===== config.mk =====
export PLATFORM = sky130hd
export DESIGN_NAME = rot_stage
export DESIGN_NICKNAME = d
export VERILOG_FILES = /design/src/rtl/rot_pkg.sv /design/src/rtl/rot8_r.sv /design/src/rtl/rot_stage.sv
export SDC_FILE = /design/constraint.sdc
export NUM_CORES = 1
export LEC_CHECK = 0
export CORE_AREA = 4 4 68 63
export DETAILED_ROUTE_END_ITERATION = 6
export DIE_AREA = 0 0 72 67
export MAX_ROUTING_LAYER = met4
export PLACE_DENSITY = 0.89
export SETUP_SLACK_MARGIN = 0.02
export SLEW_MARGIN = 5
export SYNTH_ARGS = -nofsm -noshare
export SYNTH_HDL_FRONTEND = slang
export SYNTH_SLANG_ARGS = --single-unit

===== constraint.sdc =====
create_clock -name clk -period 4.7 [get_ports clk]
set_clock_uncertainty 0.2 [all_clocks]
set_input_delay 0.47 -clock clk [delete_from_list [all_inputs] [get_ports clk]]
set_output_delay 0.47 -clock clk [all_outputs]
set_load 0.02 [all_outputs]

===== src/rtl/rot_pkg.sv =====
`default_nettype none
// ============================================================================
//  Module      : rot_pkg
//  Description : Shared widths, direction encodings and the amount-mapping
//                helper used by the rotate stage.
//  Revision    : 1.0 - initial release
// ============================================================================
package rot_pkg;

  localparam int ROT_W = 8;
  localparam int AMT_W = 3;

  localparam logic DIR_RIGHT = 1'b0;
  localparam logic DIR_LEFT  = 1'b1;

  // A left rotate by n equals a right rotate by (0 - n) in 3-bit arithmetic,
  // so the core only ever needs to rotate right.
  function automatic logic [AMT_W-1:0] right_amount(input logic [AMT_W-1:0] amt,
                                                    input logic             dir);
    right_amount = (dir == DIR_LEFT) ? ({AMT_W{1'b0}} - amt) : amt;
  endfunction

endpackage
`default_nettype wire


===== src/rtl/rot8_r.sv =====
`default_nettype none
// ============================================================================
//  Module      : rot8_r
//  Description : Purely combinational 8-bit right rotator,
//                y[i] = data[(i + s) mod 8], built as eight 8:1 muxes.
//  Revision    : 1.0 - initial release
// ============================================================================
module rot8_r
  import rot_pkg::*;
(
  input  logic [ROT_W-1:0] data,
  input  logic [AMT_W-1:0] s,
  output logic [ROT_W-1:0] y
);

  // One 8:1 mux per output bit; the 3-bit index add wraps modulo 8 for free.
  for (genvar i = 0; i < ROT_W; i++) begin : g_bit
    logic [AMT_W-1:0] w_idx;
    assign w_idx = AMT_W'(i) + s;
    assign y[i]  = data[w_idx];
  end

endmodule
`default_nettype wire


===== src/rtl/rot_stage.sv =====
`default_nettype none
// ============================================================================
//  Module      : rot_stage
//  Description : Streaming rotate stage. Rotates each accepted byte in the
//                acceptance cycle and queues the result in a small FIFO, so
//                downstream stalls never reach the rotator core.
//  Revision    : 1.0 - initial release
// ============================================================================
module rot_stage
  import rot_pkg::*;
#(
  parameter int DEPTH = 2,
  parameter int CNT_W = 16
) (
  input  logic             clk,
  input  logic             rst_n,
  input  logic             in_valid,
  output logic             in_ready,
  input  logic [ROT_W-1:0] in_data,
  input  logic [AMT_W-1:0] in_amt,
  input  logic             in_dir,
  output logic             out_valid,
  input  logic             out_ready,
  output logic [ROT_W-1:0] out_data,
  output logic [CNT_W-1:0] xfer_cnt
);

  localparam int             PTR_W     = (DEPTH > 1) ? $clog2(DEPTH) : 1;
  localparam logic [PTR_W:0] DEPTH_CNT = (PTR_W+1)'(DEPTH);

  logic [ROT_W-1:0] mem_q [DEPTH];
  logic [PTR_W-1:0] wr_ptr_q, wr_ptr_d;
  logic [PTR_W-1:0] rd_ptr_q, rd_ptr_d;
  logic [PTR_W:0]   count_q, count_d;
  logic [CNT_W-1:0] xfer_cnt_q, xfer_cnt_d;

  logic             w_push;
  logic             w_pop;
  logic [AMT_W-1:0] w_shift;
  logic [ROT_W-1:0] w_rot;

  // in_ready depends only on the registered count, never on out_ready.
  assign in_ready  = (count_q < DEPTH_CNT);
  assign out_valid = (count_q != '0);
  assign out_data  = mem_q[rd_ptr_q];
  assign xfer_cnt  = xfer_cnt_q;

  assign w_push  = in_valid & in_ready;
  assign w_pop   = out_valid & out_ready;
  assign w_shift = right_amount(in_amt, in_dir);

  rot8_r u_rot (
    .data (in_data),
    .s    (w_shift),
    .y    (w_rot)
  );

  // Next-state for pointers, occupancy and the accept counter.
  always_comb begin
    wr_ptr_d   = wr_ptr_q;
    rd_ptr_d   = rd_ptr_q;
    count_d    = count_q;
    xfer_cnt_d = xfer_cnt_q;
    if (w_push) begin
      wr_ptr_d   = wr_ptr_q + PTR_W'(1);
      xfer_cnt_d = xfer_cnt_q + CNT_W'(1);
    end
    if (w_pop) begin
      rd_ptr_d = rd_ptr_q + PTR_W'(1);
    end
    case ({w_push, w_pop})
      2'b10:   count_d = count_q + (PTR_W+1)'(1);
      2'b01:   count_d = count_q - (PTR_W+1)'(1);
      default: count_d = count_q;
    endcase
  end

  // Control state: cleared asynchronously so a reset drops all queued results.
  always_ff @(posedge clk or negedge rst_n) begin
    if (!rst_n) begin
      wr_ptr_q   <= '0;
      rd_ptr_q   <= '0;
      count_q    <= '0;
      xfer_cnt_q <= '0;
    end else begin
      wr_ptr_q   <= wr_ptr_d;
      rd_ptr_q   <= rd_ptr_d;
      count_q    <= count_d;
      xfer_cnt_q <= xfer_cnt_d;
    end
  end

  // Result storage is left unreset; occupancy alone decides what is valid.
  always_ff @(posedge clk) begin
    if (w_push) begin
      mem_q[wr_ptr_q] <= w_rot;
    end
  end

endmodule
`default_nettype wire

==> impl_metrics.ini, run 1 <==
[outcome]
status = completed

[finish]
insertedDiodeCount = 0
drive_gt1_share_pct = 15.0
area_growth_pct = 29.4
final_cell_mix = clkdlybuf4s50_1 (41), dfrtp_1 (20), mux2_2 (16), edfxtp_1 (16), xnor2_1 (14)
nNetsFinal = 199
final_util_pct = 65.6
final_common_cell = clkdlybuf4s50_1

[cts]
cts_buffers = 5
cts_tree = yes
clock-root-buffer = clkbuf_8
clock_sinks = 36
cts-resized-gates = 0
path_clk_slew_ns = 0.06
cts_hold_buffers = 0
clkLatencyLatePin_ns = 0.28
postCtsSetupBuffers = 0
clockBufferDepth = 2
h-tree-depth = 2

[place]
place_congestion = 0.997
dp_hpwl_mm = 2.77
port-buffer-count = 41

[synthesis]
ys_warn_count = 0
yosysSeqAreaShare_pct = 53.4
synth_cell_types = 25
synth_edf_count = 16
synth_nets = 155
netlist_area_um2 = 1840
synth.avg_cell_area_um2 = 13.6
synth_flop_cell = dfrtp_1
synthCells = 135
async_flop_share_pct = 55.6
synth-seq-cells = 36

[power_and_ir_drop]
p_per_area_nw_per_um2 = 468
power_leakage_nw = 0.983
power_mw = 1.11
ir_worst_vdd_mv = 0.204

[timing]
setup-tns-final_ns = 0
drv_slew = 0
setup_viol = 0
period_share_pct = 71.6
rsz0062_at_grt = no
max_slew_margin_pct = 42.4
fmax_ghz = 0.297
finalHoldViolCount = 0
holdWs_ns = 0.283
worst_pin_slew_ns = 0.861
period_needed_ns = 3.36

[setup_path]
cp_top_family = buffers and inverters
slowest_stage = clkdlybuf4s50_1
slowest_delay_ns = 0.68
cp_max_fo = 8
path_cells = clkdlybuf4s50_1 -> inv_1 -> ha_1 -> mux2i_1 -> inv_1 -> ha_1 -> mux4_2 -> mux2_2
cp_num_buf_inv = 3
ff2ff_setup_slack_ns = 2.58
start_kind = input port
worst_setup_path_end_kind = flip-flop
path_class = in2reg
required_ns = 4.53
cp_data_arrival_time_ns = 3.19

[die]
dieArea_um2 = 4820
initial_core_util_pct = 50.7
floorplan.die.height_um = 67
top_level_ports = 42
fp.dieW_um = 72
core-area_um2 = 3630
row_count = 21

[grt]
overflow = 0
antenna_found_initial = 0
grt_use_total_pct = 16.0
grt_max_degree = 21
first_global_vias = 1260
grt_pass1_wl_mm = 5.62

[hold_path]
hp-class = reg2reg

[run]
drv_cap = 0

[route]
totalWireLength_mm = 3.46
ant_nets = 0
viasPerCell = 5.41
drtIter0Drc = 63
drc = 0
route.vias.total = 1222
dr.pass1.iters = 4
avgRoutedWirePerCell_um = 15.3
[worst paths after layout]
check	startpoint	to	depth (start not counted)
worst max-delay path	in_amt[0]	mem_q[0][5]	8
worst min-delay path	xfer_cnt[15]	xfer_cnt[15]	1
worst max register to register	count_q[1]	mem_q[0][4]	3
worst min register to register	xfer_cnt[15]	xfer_cnt[15]	1
max in group asynchronous	rst_n	xfer_cnt[13]	1
min in group asynchronous	rst_n	xfer_cnt[2]	1
[logic make-up after synthesis]
family | count (synthesis) | synth area share (%)
xor+xnor | 23 | 12.0
fa+ha+maj | 4 | 2.72
buf+inv | 9 | 1.97
flops | 36 | 53.4
mux | 29 | 20.0
simple gates | 34 | 9.94
[registers in the layout (all words and copies together) (netlist names)]
| signal | cells |
|---|---|
| count_q | 2 |
| mem_q | 16 |
| rd_ptr_q | 1 |
| wr_ptr_q | 1 |
| xfer_cnt | 16 |
[synthesized netlist by cell type (2+ instances only)]
| master | n | area (um2) |
|---|---|---|
| dfrtp_1 | 20 | 500 |
| edfxtp_1 | 16 | 480 |
| mux2_2 | 16 | 180 |
| xnor2_1 | 14 | 123 |
| mux2i_1 | 9 | 90.1 |
| nand2_1 | 9 | 33.8 |
| xor2_1 | 8 | 70.1 |
| and3_1 | 5 | 31.3 |
| inv_1 | 5 | 18.8 |
| ha_1 | 4 | 50.1 |
| nand4_1 | 4 | 25.0 |
| nor2_1 | 4 | 15.0 |
| nand3_1 | 3 | 15.0 |
| and2_1 | 2 | 12.5 |
| buf_2 | 2 | 10.0 |
| clkbuf_1 | 2 | 7.51 |
| mux4_1 | 2 | 52.6 |
| mux4_2 | 2 | 45.0 |
| nor3_1 | 2 | 10.0 |
[metal layers]
| metal | vias up | wire [um] | share of wire, % | track usage [%] |
|---|---|---|---|---|
| met1 | 607 | 1330 | 39 | 16.6 |
| met2 | 39 | 1880 | 54 | 29.2 |
| met5 | - | 0 | 0 | - |
| li1 | 574 | - | - | - |
| met3 | 2 | 218 | 6.3 | 4.98 |
| met4 | 0 | 27 | 0.78 | 4.69 |
[where the power goes]
| part | internal [mW] | switching, mW | leakage (nW) |
|---|---|---|---|
| combinational | 0.221 | 0.201 | 0.528 |
| sequential | 0.409 | 0.0618 | 0.409 |
| clock | 0.119 | 0.100 | 0.0455 |
| total | 0.749 | 0.363 | 0.983 |
[through the flow]
stage,area (um2),worst slack (ns),std cells
floorplan,1840,1.86,135
global placement,2290,1.23,218
detailed placement,2290,1.04,218
CTS,2380,1.34,226
global route,2380,1.12,226
finish,2380,1.34,226
[final cells by class]
type	instances	area, um2
fillers	295	1250
inverters	5	18.8
flip-flops and latches	36	981
clock buffers	8	90.1
repair buffers	41	410
well taps	46	57.6
multi-input cells	90	821
[worst register-to-register path, delay by kind of cell (launching register included)]
| family | cells | cell delay (ns) |
|---|---|---|
| simple gates | 2 | 0.98 |
| flops | 1 | 0.40 |
| buf+inv | 1 | 0.17 |
No activity file was read; power rests on OpenSTA's default activity.
==> inputs of run 2 (changes only) <==
--- a/config.mk
+++ b/config.mk
@@ -5,11 +5,11 @@
 export SDC_FILE = /design/constraint.sdc
 export NUM_CORES = 1
 export LEC_CHECK = 0
-export CORE_AREA = 4 4 68 63
+export CORE_AREA = 4 4 73 68
 export DETAILED_ROUTE_END_ITERATION = 6
-export DIE_AREA = 0 0 72 67
+export DIE_AREA = 0 0 77 72
 export MAX_ROUTING_LAYER = met4
-export PLACE_DENSITY = 0.89
+export PLACE_DENSITY = 0.82
 export SETUP_SLACK_MARGIN = 0.02
 export SLEW_MARGIN = 5
 export SYNTH_ARGS = -nofsm -noshare
==> constraint.sdc (replaced) <==
create_clock -name clk -period 2.8 [get_ports clk]
set_clock_uncertainty 0.2 [all_clocks]
set_input_delay 0.28 -clock clk [delete_from_list [all_inputs] [get_ports clk]]
set_output_delay 0.28 -clock clk [all_outputs]
set_load 0.02 [all_outputs]
==> run 2 against run 1 <==
Non-clock buffer count rose by 5; sequential share of layout area fell by 1.0 points; wire length rose by 5.1%; final cell count rose by 4.0%; clock power rose by 100%; final area rose by 2.5%; register-to-register slack got worse by 1.6 ns; sequential cell count did not move; combinational power rose by 72%; utilization fell by 8.7 points; global-route usage fell by 1.4 points; worst hold slack got worse by 0.013 ns.
==> impl_metrics.ini, run 2 (synthesis gave the netlist of run 1 again) <==
[power_and_ir_drop]
ir_worst_vdd_mv = 0.324
power_leakage_nw = 1.02
power_mw = 1.96
p_per_area_nw_per_um2 = 804

[cts]
h-tree-depth = 2
cts-resized-gates = 0
postCtsSetupBuffers = 0
path_clk_slew_ns = 0.07
clock-root-buffer = clkbuf_8
clkLatencyLatePin_ns = 0.28
clock_sinks = 36
cts_hold_buffers = 0
clockBufferDepth = 2
cts_tree = yes
cts_buffers = 5

[setup_path]
start_kind = input port
cp_data_arrival_time_ns = 2.37
cp_max_fo = 3
path_class = in2reg
required_ns = 2.62
worst_setup_path_end_kind = flip-flop

[route]
drc = 0
drtIter0Drc = 68
totalWireLength_mm = 3.63
route.vias.total = 1230
viasPerCell = 5.23
dr.pass1.iters = 4
avgRoutedWirePerCell_um = 15.5
ant_nets = 0

[timing]
setup_viol = 0
period_share_pct = 90.8
fin_ws_ns = 0.257
period_needed_ns = 2.54
drv_slew = 0
worst_pin_slew_ns = 0.857
max_slew_margin_pct = 42.7
holdWs_ns = 0.270
finalHoldViolCount = 0
rsz0062_at_grt = no
fmax_ghz = 0.393
setup-tns-final_ns = 0

[place]
dp_hpwl_mm = 2.87
dp.cells = 227
place_congestion = 0.940
pre_cts_ws_ns = -0.0180
port-buffer-count = 41

[finish]
final-seq-area_um2 = 981
final_cell_mix = clkdlybuf4s50_1 (41), dfrtp_1 (20), mux2_2 (16), edfxtp_1 (16), xnor2_1 (14)
area_growth_pct = 32.7
multi_input_area_um2 = 821
insertedDiodeCount = 0
final_cell_count_no_fill = 235
final_common_cell = clkdlybuf4s50_1
drive_gt1_share_pct = 17.8
nFillCells = 334
nNetsFinal = 204

[grt]
grt_use_total_pct = 14.6
antenna_found_initial = 0
first_global_vias = 1320
grt_max_degree = 21
grt_pass1_wl_mm = 6.08
overflow = 0

[die]
row_count = 23
floorplan.die.height_um = 72
top_level_ports = 42
dieArea_um2 = 5540
core-area_um2 = 4290
fp.dieW_um = 77
initial_core_util_pct = 42.9

[outcome]
status = completed

[hold_path]
hp-class = reg2reg

[run]
drv_cap = 0
## run 2: worst paths after layout
check | start | endpoint | slack, ns | depth (start not counted)
max reg2reg | count_q[1] | count_q[1] | 1.00 | 5
max | in_amt[0] | mem_q[1][5] | 0.26 | 8
min | xfer_cnt[15] | xfer_cnt[15] | 0.27 | 1
min in group asynchronous | rst_n | xfer_cnt[5] | 0.28 | 1
min reg2reg | xfer_cnt[15] | xfer_cnt[15] | 0.27 | 1
max in group asynchronous | rst_n | wr_ptr_q | 1.58 | 1
## run 2: per-stage QoR
stage                     area, um2  util, %
after floorplan                1840        -
after global placement         2330     54.4
after detailed placement       2330     54.4
after CTS                      2440     56.9
after global routing           2440     56.9
final                          2440     56.9
## run 2: layer usage
metal  global-route usage, %  vias to the layer above  part of all wire [%]
li1                        -                      583                     -
met1                    15.8                      594                    40
met2                    25.4                       46                    52
met3                    4.47                        7                   7.0
met4                    5.53                        0                   1.4
met5                       -                        -                     0
## run 2: worst max-delay path, cell delays in order
cell             delay [ns]
clkdlybuf4s50_1        0.49
inv_1                  0.08
ha_1                   0.29
mux2i_1                0.19
inv_1                  0.10
ha_1                   0.32
mux4_2                 0.31
mux2_2                 0.30
## run 2: cell type report
type | instances | share of cell area (%)
flip-flops and latches | 36 | 40.2
well taps | 50 | 2.57
multi-input cells | 90 | 33.7
clock inverters | 2 | 1.44
repair buffers | 46 | 18.4
clock buffers | 6 | 2.98
inverters | 5 | 0.770
## run 2: power by group
group,total (mW),switching (mW),internal [mW],leakage [nW]
clock,0.439,0.175,0.264,0.0552
combinational,0.727,0.342,0.386,0.553
sequential,0.794,0.108,0.685,0.409
